File: src/rtl/axil_pkg.sv
// Shared AXI4-Lite types and widths for the register-slave slice.
package axil_pkg;

  localparam int AXIL_ADDR_W = 32;
  localparam int AXIL_DATA_W = 32;
  localparam int AXIL_STRB_W = 4;

  typedef enum logic [1:0] {
    RESP_OKAY   = 2'b00,
    RESP_SLVERR = 2'b10
  } axil_resp_t;

  // Byte address falls inside the register window; addr[1:0] never affects the result.
  function automatic logic addr_in_range(input logic [AXIL_ADDR_W-1:0] addr,
                                         input int num_regs);
    return addr < AXIL_ADDR_W'(num_regs * 4);
  endfunction

endpackage

File: src/rtl/axil_reg_bank.sv
// Byte-strobed register array with a combinational read port.
// AXIL_REG_RO_ID_EN turns register 0 into a read-only ID word.
module axil_reg_bank
  import axil_pkg::*;
#(
  parameter int                     NUM_REGS = 8,
  parameter logic [AXIL_DATA_W-1:0] ID_VALUE = 32'hA11C_0001,
  localparam int                    IDX_W    = $clog2(NUM_REGS)
) (
  input  logic                   clk,
  input  logic                   rst_n,
  input  logic                   we,
  input  logic [IDX_W-1:0]       widx,
  input  logic [AXIL_DATA_W-1:0] wdata,
  input  logic [AXIL_STRB_W-1:0] wstrb,
  output logic                   wr_protected,
  input  logic [IDX_W-1:0]       ridx,
  output logic [AXIL_DATA_W-1:0] rdata
);

`ifdef AXIL_REG_RO_ID_EN
  localparam bit ID_EN = 1'b1;
`else
  localparam bit ID_EN = 1'b0;
`endif

  logic [AXIL_DATA_W-1:0] regs [NUM_REGS];

  assign wr_protected = ID_EN && (widx == '0);

  always_ff @(posedge clk) begin
    if (!rst_n) begin
      for (int i = 0; i < NUM_REGS; i++) begin
        regs[i] <= '0;
      end
    end else if (we && !wr_protected) begin
      for (int b = 0; b < AXIL_STRB_W; b++) begin
        if (wstrb[b]) begin
          regs[widx][8*b +: 8] <= wdata[8*b +: 8];
        end
      end
    end
  end

  // Register 0 storage still exists with the ID enabled but is never visible.
  assign rdata = (ID_EN && (ridx == '0)) ? ID_VALUE : regs[ridx];

endmodule

File: src/rtl/axil_reg_slave.sv
// AXI4-Lite slave over a NUM_REGS x 32-bit register bank; one write and one read in flight.
// Define AXIL_REG_RO_ID_EN to make register 0 a read-only ID returning ID_VALUE.
module axil_reg_slave
  import axil_pkg::*;
#(
  parameter int                     NUM_REGS = 8,
  parameter logic [AXIL_DATA_W-1:0] ID_VALUE = 32'hA11C_0001
) (
  input  logic                   clk,
  input  logic                   rst_n,
  input  logic [AXIL_ADDR_W-1:0] awaddr,
  input  logic                   awvalid,
  output logic                   awready,
  input  logic [AXIL_DATA_W-1:0] wdata,
  input  logic [AXIL_STRB_W-1:0] wstrb,
  input  logic                   wvalid,
  output logic                   wready,
  output logic [1:0]             bresp,
  output logic                   bvalid,
  input  logic                   bready,
  input  logic [AXIL_ADDR_W-1:0] araddr,
  input  logic                   arvalid,
  output logic                   arready,
  output logic [AXIL_DATA_W-1:0] rdata,
  output logic [1:0]             rresp,
  output logic                   rvalid,
  input  logic                   rready
);

  localparam int IDX_W = $clog2(NUM_REGS);

  logic                   aw_held;
  logic                   w_held;
  logic [AXIL_ADDR_W-1:0] aw_addr_q;
  logic [AXIL_DATA_W-1:0] w_data_q;
  logic [AXIL_STRB_W-1:0] w_strb_q;

  logic                   aw_hs;
  logic                   w_hs;
  logic                   ar_hs;
  logic                   commit;
  logic [AXIL_ADDR_W-1:0] wr_addr;
  logic [AXIL_DATA_W-1:0] wr_data;
  logic [AXIL_STRB_W-1:0] wr_strb;
  logic                   wr_in_range;
  logic                   wr_protected;
  axil_resp_t             wr_resp;
  logic                   rd_in_range;
  logic [AXIL_DATA_W-1:0] bank_rdata;

  assign awready = rst_n & ~aw_held & ~bvalid;
  assign wready  = rst_n & ~w_held & ~bvalid;
  assign arready = rst_n & ~rvalid;

  assign aw_hs = awvalid & awready;
  assign w_hs  = wvalid & wready;
  assign ar_hs = arvalid & arready;

  // A held beat wins over the live bus; the live beat is used only when it handshakes now.
  assign wr_addr = aw_held ? aw_addr_q : awaddr;
  assign wr_data = w_held ? w_data_q : wdata;
  assign wr_strb = w_held ? w_strb_q : wstrb;
  assign commit  = (aw_held | aw_hs) & (w_held | w_hs);

  assign wr_in_range = addr_in_range(wr_addr, NUM_REGS);
  assign rd_in_range = addr_in_range(araddr, NUM_REGS);
  assign wr_resp     = (!wr_in_range || wr_protected) ? RESP_SLVERR : RESP_OKAY;

  axil_reg_bank #(
    .NUM_REGS (NUM_REGS),
    .ID_VALUE (ID_VALUE)
  ) u_bank (
    .clk          (clk),
    .rst_n        (rst_n),
    .we           (commit & wr_in_range),
    .widx         (wr_addr[2 +: IDX_W]),
    .wdata        (wr_data),
    .wstrb        (wr_strb),
    .wr_protected (wr_protected),
    .ridx         (araddr[2 +: IDX_W]),
    .rdata        (bank_rdata)
  );

  always_ff @(posedge clk) begin
    if (!rst_n) begin
      aw_held   <= 1'b0;
      w_held    <= 1'b0;
      aw_addr_q <= '0;
      w_data_q  <= '0;
      w_strb_q  <= '0;
      bvalid    <= 1'b0;
      bresp     <= RESP_OKAY;
    end else begin
      if (commit) begin
        aw_held <= 1'b0;
        w_held  <= 1'b0;
      end else begin
        if (aw_hs) begin
          aw_held   <= 1'b1;
          aw_addr_q <= awaddr;
        end
        if (w_hs) begin
          w_held   <= 1'b1;
          w_data_q <= wdata;
          w_strb_q <= wstrb;
        end
      end

      if (commit) begin
        bvalid <= 1'b1;
        bresp  <= wr_resp;
      end else if (bvalid && bready) begin
        bvalid <= 1'b0;
      end
    end
  end

  // The bank updates on this same edge, so a colliding read sees the pre-write value.
  always_ff @(posedge clk) begin
    if (!rst_n) begin
      rvalid <= 1'b0;
      rdata  <= '0;
      rresp  <= RESP_OKAY;
    end else if (ar_hs) begin
      rvalid <= 1'b1;
      rdata  <= rd_in_range ? bank_rdata : '0;
      rresp  <= rd_in_range ? RESP_OKAY : RESP_SLVERR;
    end else if (rvalid && rready) begin
      rvalid <= 1'b0;
    end
  end

endmodule
File: config.mk
export PLATFORM = sky130hd
export DESIGN_NAME = axil_reg_slave
export DESIGN_NICKNAME = d
export VERILOG_FILES = /design/src/rtl/axil_pkg.sv /design/src/rtl/axil_reg_bank.sv /design/src/rtl/axil_reg_slave.sv
export SDC_FILE = /design/constraint.sdc
export NUM_CORES = 1
export LEC_CHECK = 0
export ABC_CLOCK_PERIOD_IN_PS = 3260
export CORE_MARGIN = 2
export CORE_UTILIZATION = 25
export DETAILED_ROUTE_END_ITERATION = 8
export GPL_TIMING_DRIVEN = 0
export HOLD_SLACK_MARGIN = 0.05
export PLACE_DENSITY = 0.41
export RECOVER_POWER = 100
export SLEW_MARGIN = 20
export SYNTH_ARGS = -nofsm -noshare
export SYNTH_HDL_FRONTEND = slang
export SYNTH_HIERARCHICAL = 1
export SYNTH_SLANG_ARGS = --single-unit
File: constraint.sdc
create_clock -name clk -period 3.26 [get_ports clk]
set_input_delay 0.652 -clock clk [delete_from_list [all_inputs] [get_ports clk]]
set_output_delay 0.652 -clock clk [all_outputs]
set_load 0.05 [all_outputs]
-- Word-level counts from Yosys, hierarchy flattened
Memories as Yosys holds them, arrays and structs flattened.
Cells that the tools add are included.
- bitwise gates (word level): 18
- reduce and logical (&&, ||, !) cells: 8
- magnitude comparators: 2
- mux-type cells: 30
- operator list (kind ; count):
    32-bit two-way mux ; 4
    32-bit by 6-bit < comparator with 1-bit output (second input constant) ; 2
    32-bit OR reduction ; 1
    1-bit two-way mux ; 21
    1-bit bitwise AND ; 10
    4-bit two-way mux ; 2
    1-bit inverter ; 6
    2-bit two-way mux ; 2
    2-bit AND reduction ; 2
    2-bit nonzero test ; 2
    3-bit two-way mux ; 1
    1-bit logical AND ; 2
    1-bit OR ; 2
    2-bit OR reduction ; 1
- memories kept: 1
- output and inout bits: 41
- bits in registers: 108
- memory bits (writable): 256
- input port bits: 107
- logic and storage cells: 69
- memories (memory ; depth ; bits a word ; read ports ; clocked after memory_dff ; wr ports ; RTL line ; text):
    u_bank.regs ; 8 ; 32 ; 1 ; 0 ; 8 ; axil_reg_bank.sv:27 ; logic [AXIL_DATA_W-1:0] regs [NUM_REGS];

-- Logic depth before layout (Yosys ltp)
Gate-level depths: netlist of the first run.
- depth in word-level cells: 12
- mapped depth: 9
- gate-level depth less buffers: 6

-- Hierarchy
Netlist of the first run, hierarchy kept.
- modules (own cells, without submodules) (module ; times used ; area an instance (sq um) ; cells each):
    axil_reg_bank ; 1 ; 11652.4 ; 765
    axil_reg_slave ; 1 ; 4762.1 ; 573

-- Worst setup path before layout of the first run
Ideal clock, no wire load.
- kind: input -> register
- from: in awaddr[16]
- to: mem u_bank.regs[4][0], enable pin
- setup slack: 0.132 ns
- path buffers: 1
- data arrival time: 2.744 ns
- library setup time: 0.384 ns
- cell stages on the path: 7
- path through: nor4_1 -> nand2_1 -> a2111oi_2 -> a21boi_1 -> clkbuf_1 -> nand4b_1 -> o21ai_0
- RTL lines (what ; RTL line ; text):
    start, declared ; axil_reg_slave.sv:11 ; input logic [AXIL_ADDR_W-1:0] awaddr,
    end, declared ; axil_reg_bank.sv:27 ;

-- Final worst setup path of the first run
- from: in arvalid
- to: reg rdata[6]
- longest elaborated chain between the ends: 1
- ends and longest elaborated chain (what ; RTL line ; text):
    start, declared ; axil_reg_slave.sv:22 ; input logic arvalid,
    1-bit bitwise AND ; axil_reg_slave.sv:57 ; assign ar_hs = arvalid & arready;
    end signal, assigned ; axil_reg_slave.sv:126 ; rdata <= rd_in_range ? bank_rdata : '0;
    end, declared ; axil_reg_slave.sv:24 ; output logic [AXIL_DATA_W-1:0] rdata,
No other way between the ends.
A chain may end at the register's enable or synchronous reset.

==> metrics.md, run 1 <==
| Metric | Value |
|---|---|
| Clock-pin transition on the worst setup and hold timing paths | `0.06 ns` |
| Synthesis warning total | `6` |
| Synth area leaders | `sky130_fd_sc_hd__edfxtp_1, sky130_fd_sc_hd__dfxtp_1, sky130_fd_sc_hd__nor3_1` |
| Fin nets | `1,664` |
| Final routed DRC violation total | `0` |
| Final clock skew | `0.0196 ns` |
| Minimum clock period | `3.20 ns` |
| RSZ-0062 raised after global routing | `true` |
| Combinational cell fraction of total power | `0.112` |
| Total wire length after detailed routing | `52,500 µm` |
| Slack of the worst reg-to-reg path | `0.22 ns` |
| Via/cell ratio | `4.76` |
| Routed length per placed instance | `21.5 µm` |
| Cell depth of the worst hold path | `2` |
| Net Sw Frac | `0.253` |
| Die extent in y | `260 µm` |
| CP arrival | `3.70 ns` |
| Clock tree from TritonCTS | `done` |
| Largest buffer count on any clock path | `3` |
| IO Port Bufs | `138` |
| Peak supply drop | `0.310 mV` |
| Global route overflow | `0` |
| Lkg Pwr | `6.94 nW` |
| Number of distinct standard cells referenced by the synthesized netlist | `40` |
| Clock sinks | `360` |
| Final HPWL from detailed placement | `38,100 µm` |
| First-iteration detailed-routing DRC count | `788` |
| Critical path start-end classification | `input pin to register` |
| Num ports | `148` |
| Total number of H-tree levels | `2` |
| FMAX | `0.312 GHz` |
| Cell taking the most area after synthesis | `sky130_fd_sc_hd__edfxtp_1` |
| Fraction of layout cells with a size suffix above 1 | `0.176` |
| Worst-margin pin slew | `1.12 ns` |
| Launch instance of the worst register-to-register path | `aw_held` |
| Power Total | `10.8 mW` |
| Vias after detailed routing | `11,600` |
| Starting Density | `0.254` |
| Number of pins exceeding their max-slew limit in the final report | `0` |
| Die ar. | `67,700 µm²` |
| Kind of launch point of the worst setup path | `input pin` |
| First-pass detailed-route iteration total | `4` |
| Die X | `260 µm` |
| FP Rows | `93` |
| Hold endpoint | `w_data_q[16]` |
| Worst hold start | `w_data_q[16]` |
| Share of the synthesized area in the top cell type | `0.468` |
| Remaining number of nets flagged by the antenna check after routing | `0` |
| Class of the tightest hold or removal check | `register to register` |
| ANT cells | `0` |
| Share of the cycle needed by the critical path after routing | `0.983` |
| Clock Power Share | `0.420` |
| Net switching component of the power | `2.75 mW` |
| Pin count of the biggest net entering global routing | `14` |
| Mean area per synthesized cell | `12.3 µm²` |
| Largest fanout of any net on the critical path | `10` |
| Most frequent standard cell in the layout excluding fill and tap cells | `sky130_fd_sc_hd__nor3_1` |
| Via count of the first global-routing pass | `12,000` |
| Status | `finished, final reports clean` |
| Final hold violation count | `0` |
| Final setup vio count | `0` |
| Insertion delay of the later-clocked pin in the worst-skew pair | `0.57 ns` |
| Req. time, crit path | `3.76 ns` |
| Total standard cell area after synthesis | `16,400 µm²` |
| Worst slew margin relative to its limit | `0.250` |
| Count of maximum capacitance violations | `0` |
| Standard cell core area | `64,700 µm²` |
| Sequential share of the synthesized area | `0.595` |
| Overall routing resource usage | `0.155` |
| Kind of end point of the critical path | `register` |
| Layout area overhead | `25.1%` |
| Count of mapped cells out of synthesis | `1,338` |
| Commonest cells after routing, fill and taps aside | `sky130_fd_sc_hd__nor3_1, sky130_fd_sc_hd__edfxtp_1, sky130_fd_sc_hd__nand2_1` |
| Fin Setup TNS | `0 ns` |
| Proportion of power drawn by flip-flops and latches | `0.467` |
| Wire length of the first global-routing pass | `78,100 µm` |
| Ratio of total power to cell area | `528 nW/µm²` |
| TritonCTS buffer count | `41` |
| End of the worst register-to-register path | `u_bank/regs[5][29]` |
| Cell internal power dissipation | `8.10 mW` |
| Final weighted congestion in routability-driven placement | `0.760` |
| Count of state elements after synthesis | `360` |
| Number of antenna violations at the first check in global routing | `3` |
| R2r worst-path depth | `6` |
| Clock root buffer | `sky130_fd_sc_hd__clkbuf_16` |
synthesized netlist by cell type (all sizes together):
library cell,instances
clkbuf,82
nor4b,3
mux4,64
buf,38
a21boi,2
and3b,4
a2111oi,1
inv,35
mux2,71
nor3,259
nor2,9
conb,2
nand4b,5
nand2b,3
dfxtp,104
a21oi,72
a221oi,1
nand4,7
a211oi,1
nand3b,3
and2,32
nand2,170
edfxtp,256
o31ai,32
o22ai,1
nor4,16
clkinv,32
o21ai,32
or2,1
cells by family after synthesis:
kind of cell	share of synthesized area
compound gates	0.0556
buf+inv	0.0505
flops	0.595
mux	0.146
other cells	0.000458
simple gates	0.153
through the flow:
stage | worst slack, ns | hold slack [ns] | area, µm² | util | instances
floorplan | 0.132 | 0.433 | 16400 | - | 1339
global placement | -2.24 | 0.438 | 18900 | 0.292 | 2332
detailed placement | -1.82 | 0.443 | 19000 | 0.294 | 2351
CTS | 0.0147 | 0.453 | 20600 | 0.319 | 2444
global route | -0.0123 | 0.464 | 20500 | 0.318 | 2444
finish | 0.0562 | 0.451 | 20500 | 0.318 | 2444
worst max-delay path: stages:
cell                            delay [ns]
sky130_fd_sc_hd__dlygate4sd3_1        0.57
sky130_fd_sc_hd__nand3b_1             0.66
sky130_fd_sc_hd__nand4b_1             0.97
sky130_fd_sc_hd__buf_2                0.47
sky130_fd_sc_hd__o31ai_1              0.21
sky130_fd_sc_hd__and2_1               0.14
registers in the layout, summed over array words and instances (netlist names):
signal,flops
bvalid,1
w_data_q,32
rdata,32
w_strb_q,4
bresp,1
rresp,1
aw_held,1
aw_addr_q,30
rvalid,1
u_bank/regs,256
w_held,1
worst max-delay path by stage:
stage	start	to	slack (ns)	cells after the start
6_report	arvalid	rdata[6]	0.06	6
5_1_grt	awaddr[20]	u_bank/regs[2][14]	-0.01	11
4_1_cts	rst_n	awready	0.01	6
3_5_place_dp	rst_n	u_bank/regs[7][10]	-1.82	9
3_3_place_gp	rst_n	u_bank/regs[2][21]	-2.24	9
2_1_floorplan	awaddr[16]	u_bank/regs[4][0]	0.13	7
power by group through the flow:
stage               Combinational, mW  Clock (mW)  Sequential (mW)
global route                     1.30        4.87             5.08
CTS                              1.24        4.69             5.07
global placement                 1.20           0             5.17
detailed placement               1.21           0             5.17
finish                           1.22        4.56             5.07
floorplan                       0.639           0             5.17
area by class of cell:
type	count	area, µm²
buffer	120	596
clock buffer	60	1210
clock inverter	15	98.8
fill	6674	44200
inverter	67	251
multi-input combinational	792	5940
sequential	360	9770
tap	855	1070
timing repair buffer	175	1610
repair_timing:
item	in CTS	in global routing
endpoints found under the hold margin	0	0
buffers inserted	18	0
pin swaps	8	1
gates resized for setup	50	24
hold buffers	0	0
endpoints found under the setup margin	515	256
layer usage:
metal	track usage	routed length [µm]
met3	0.0294	2760
met2	0.255	24400
met4	0.0411	1210
met5	0	37
met1	0.210	24100
Note: power is estimated with default switching activity, not from simulation.
==> run 2, diff against run 1 <==
Settings changed: CTS_CLUSTER_DIAMETER set to 120.
==> results of run 2 <==
The final DEF is identical to that of run 1; final timing and power are the same.
==> run 3, diff against run 2 <==
Settings changed: PLACE_DENSITY 0.41 to 0.45.
==> run 3 against run 2 <==
Effect of this change: global-route usage down 0.51 points; total power up 0.36%; clock-buffer cell count grew 2; register-to-register slack worse by 0.14 ns; hold slack lost 0.00080 ns; cell count decreased by 0.53%; critical path depth shrank 1.
==> metrics.md, run 3 (synthesis results as in run 1) <==
| Metric | Value |
|---|---|
| Combinational cell fraction of total power | `0.111 (was 0.112)` |
| Final weighted congestion in routability-driven placement | `0.779 (was 0.760)` |
| ANT cells | `0 (unchanged)` |
| Final setup vio count | `0 (unchanged)` |
| Kind of launch point of the worst setup path | `register (was input pin)` |
| Clock-pin transition on the worst setup and hold timing paths | `0.06 ns (about the same)` |
| Net Sw Frac | `0.249 (was 0.253)` |
| Cell internal power dissipation | `8.17 mW (was 8.10 mW)` |
| FP Rows | `93 (unchanged)` |
| Die X | `260 µm (unchanged)` |
| Clock tree from TritonCTS | `done (unchanged)` |
| Worst slew margin relative to its limit | `0.179 (was 0.250)` |
| Num ports | `148 (unchanged)` |
| Final hold violation count | `0 (unchanged)` |
| Clock root buffer | `sky130_fd_sc_hd__clkbuf_16 (unchanged)` |
| Remaining number of nets flagged by the antenna check after routing | `0 (unchanged)` |
| Critical path start-end classification | `register to register (was input pin to register)` |
| FMAX | `0.315 GHz (was 0.312 GHz)` |
| TritonCTS buffer count | `41 (unchanged)` |
| Worst-margin pin slew | `1.23 ns (was 1.12 ns)` |
| Commonest cells after routing, fill and taps aside | `sky130_fd_sc_hd__nor3_1, sky130_fd_sc_hd__edfxtp_1, sky130_fd_sc_hd__nand2_1 (unchanged)` |
| Wire length of the first global-routing pass | `76,100 µm (was 78,100 µm)` |
| Pin count of the biggest net entering global routing | `15 (was 14)` |
| Lkg Pwr | `6.93 nW (was 6.94 nW)` |
| Largest register by flop count | `u_bank/regs (unchanged)` |
| Final clock skew | `0.0257 ns (was 0.0196 ns)` |
| Net switching component of the power | `2.71 mW (was 2.75 mW)` |
| Number of filler cells placed in the layout | `6,531 (was 6,674)` |
| Kind of end point of the critical path | `register (unchanged)` |
| Most frequent standard cell in the layout excluding fill and tap cells | `sky130_fd_sc_hd__nor3_1 (unchanged)` |
| Total wire length after detailed routing | `50,600 µm (was 52,500 µm)` |
| CP arrival | `3.38 ns (was 3.70 ns)` |
| Routed length per placed instance | `20.8 µm (was 21.5 µm)` |
| Largest buffer count on any clock path | `3 (unchanged)` |
| Ratio of total power to cell area | `528 nW/µm² (about the same)` |
| Insertion delay of the later-clocked pin in the worst-skew pair | `0.57 ns (about the same)` |
| Max reg flops | `256 (unchanged)` |
| Clock sinks | `360 (unchanged)` |
| Fin nets | `1,651 (was 1,664)` |
| Req. time, crit path | `3.46 ns (was 3.76 ns)` |
| First-iteration detailed-routing DRC count | `636 (was 788)` |
| Clock Power Share | `0.423 (was 0.420)` |
| Slack of the worst reg-to-reg path | `0.08 ns (was 0.22 ns)` |
| Die ar. | `67,700 µm² (unchanged)` |
| Share of the cycle needed by the critical path after routing | `0.975 (was 0.983)` |
| Global route overflow | `0 (unchanged)` |
| Via/cell ratio | `4.72 (was 4.76)` |
| PnR worst setup slack | `0.0817 ns (was 0.0562 ns)` |
| Slowest-stage cell, CP | `sky130_fd_sc_hd__clkdlybuf4s15_1 (was sky130_fd_sc_hd__nand4b_1)` |
| Overall routing resource usage | `0.150 (was 0.155)` |
| Final HPWL from detailed placement | `36,700 µm (was 38,100 µm)` |
| Registers with the most flip-flops | `u_bank/regs x256, rdata x32, w_data_q x32 (unchanged)` |
| Worst hold margin | `0.450 ns (was 0.451 ns)` |
| RSZ-0062 raised after global routing | `true (unchanged)` |
| Via count of the first global-routing pass | `12,100 (was 12,000)` |
| Class of the tightest hold or removal check | `register to register (unchanged)` |
| Number of antenna violations at the first check in global routing | `5 (was 3)` |
| Vias after detailed routing | `11,500 (was 11,600)` |
| Number of pins exceeding their max-slew limit in the final report | `0 (unchanged)` |
| Largest fanout of any net on the critical path | `10 (unchanged)` |
| Count of maximum capacitance violations | `0 (unchanged)` |
| Power Total | `10.9 mW (was 10.8 mW)` |
| Proportion of power drawn by flip-flops and latches | `0.466 (was 0.467)` |
| Slowest Stage Delay on Critical Path | `0.79 ns (was 0.97 ns)` |
| Critical Path, Cell by Cell | `buf_2 -> mux2_2 -> nand2_1 -> clkdlybuf4s15_1 -> o21ai_2 (was dlygate4sd3_1 -> nand3b_1 -> nand4b_1 -> buf_2 -> o31ai_1 -> and2_1)` |
| Starting Density | `0.254 (unchanged)` |
| Total number of H-tree levels | `2 (unchanged)` |
| IO Port Bufs | `138 (unchanged)` |
| Status | `finished, final reports clean (unchanged)` |
| Die extent in y | `260 µm (unchanged)` |
| Final routed DRC violation total | `0 (unchanged)` |
| Pre-CTS setup slack | `-1.71 ns (was -1.82 ns)` |
| First-pass detailed-route iteration total | `5 (was 4)` |
| Fraction of layout cells with a size suffix above 1 | `0.170 (was 0.176)` |
| Layout area overhead | `25.6% (was 25.1%)` |
| Minimum clock period | `3.18 ns (was 3.20 ns)` |
| Peak supply drop | `0.295 mV (was 0.310 mV)` |
| Standard cell core area | `64,700 µm² (unchanged)` |
[run 3: worst paths after layout]
kind	start	endpoint	cells after the start
worst max register to register	aw_held	u_bank/regs[7][25]	5
worst min-delay path	w_data_q[7]	w_data_q[7]	2
worst min register to register	w_data_q[7]	w_data_q[7]	2
worst max-delay path	aw_held	u_bank/regs[7][25]	5
[run 3: layer usage]
layer	up-vias	global-route usage	routed length, µm
li1	5389	-	-
met1	5712	0.197	22700
met2	299	0.245	23600
met3	73	0.0380	2960
met4	10	0.0422	1270
met5	-	0	53
[run 3: timing repair]
| item | 4_1_cts | 5_1_grt |
|---|---|---|
| hold buffers | 0 | 0 |
| setup buffers | 14 | 0 |
| setup endpoints to repair | 515 | 442 |
| pin swaps | 8 | 0 |
| gates resized for setup | 56 | 19 |
[run 3: power by group through the flow]
stage	Sequential, mW	Combinational, mW	Clock (mW)
finish	5.07	1.21	4.60
global route	5.08	1.30	4.90
CTS	5.07	1.23	4.73
detailed placement	5.17	1.19	0
global placement	5.17	1.18	0
floorplan	5.17	0.639	0
[run 3: layout make-up]
type                    count  area [µm²]  share of cell area
plain buffers             120         593              0.0288
clock buffers              62        1210              0.0586
clock inverters            13         131             0.00637
inverters                  67         251              0.0122
multi-input cells         792        6010               0.291
flip-flops and latches    360        9770               0.474
well taps                 855        1070              0.0519
repair buffers            162        1580              0.0768
[run 3: through the flow]
step | utilization | setup TNS, ns | instances | instance area [µm²]
floorplan | - | 0 | 1339 | 16400
global placement | 0.292 | -770.23 | 2332 | 18900
detailed placement | 0.293 | -683.62 | 2342 | 18900
CTS | 0.319 | 0 | 2431 | 20700
global route | 0.319 | -0.371 | 2431 | 20600
finish | 0.319 | 0 | 2431 | 20600
[run 3: critical path, delay by kind of cell, from the launching register on]
family | cells | cell delay (ns)
buffers and inverters | 2 | 1.09
AND/OR/NAND/NOR | 1 | 0.31
flip-flops | 1 | 0.42
AO/OA/AOI/OAI | 1 | 0.72
multiplexers | 1 | 0.25
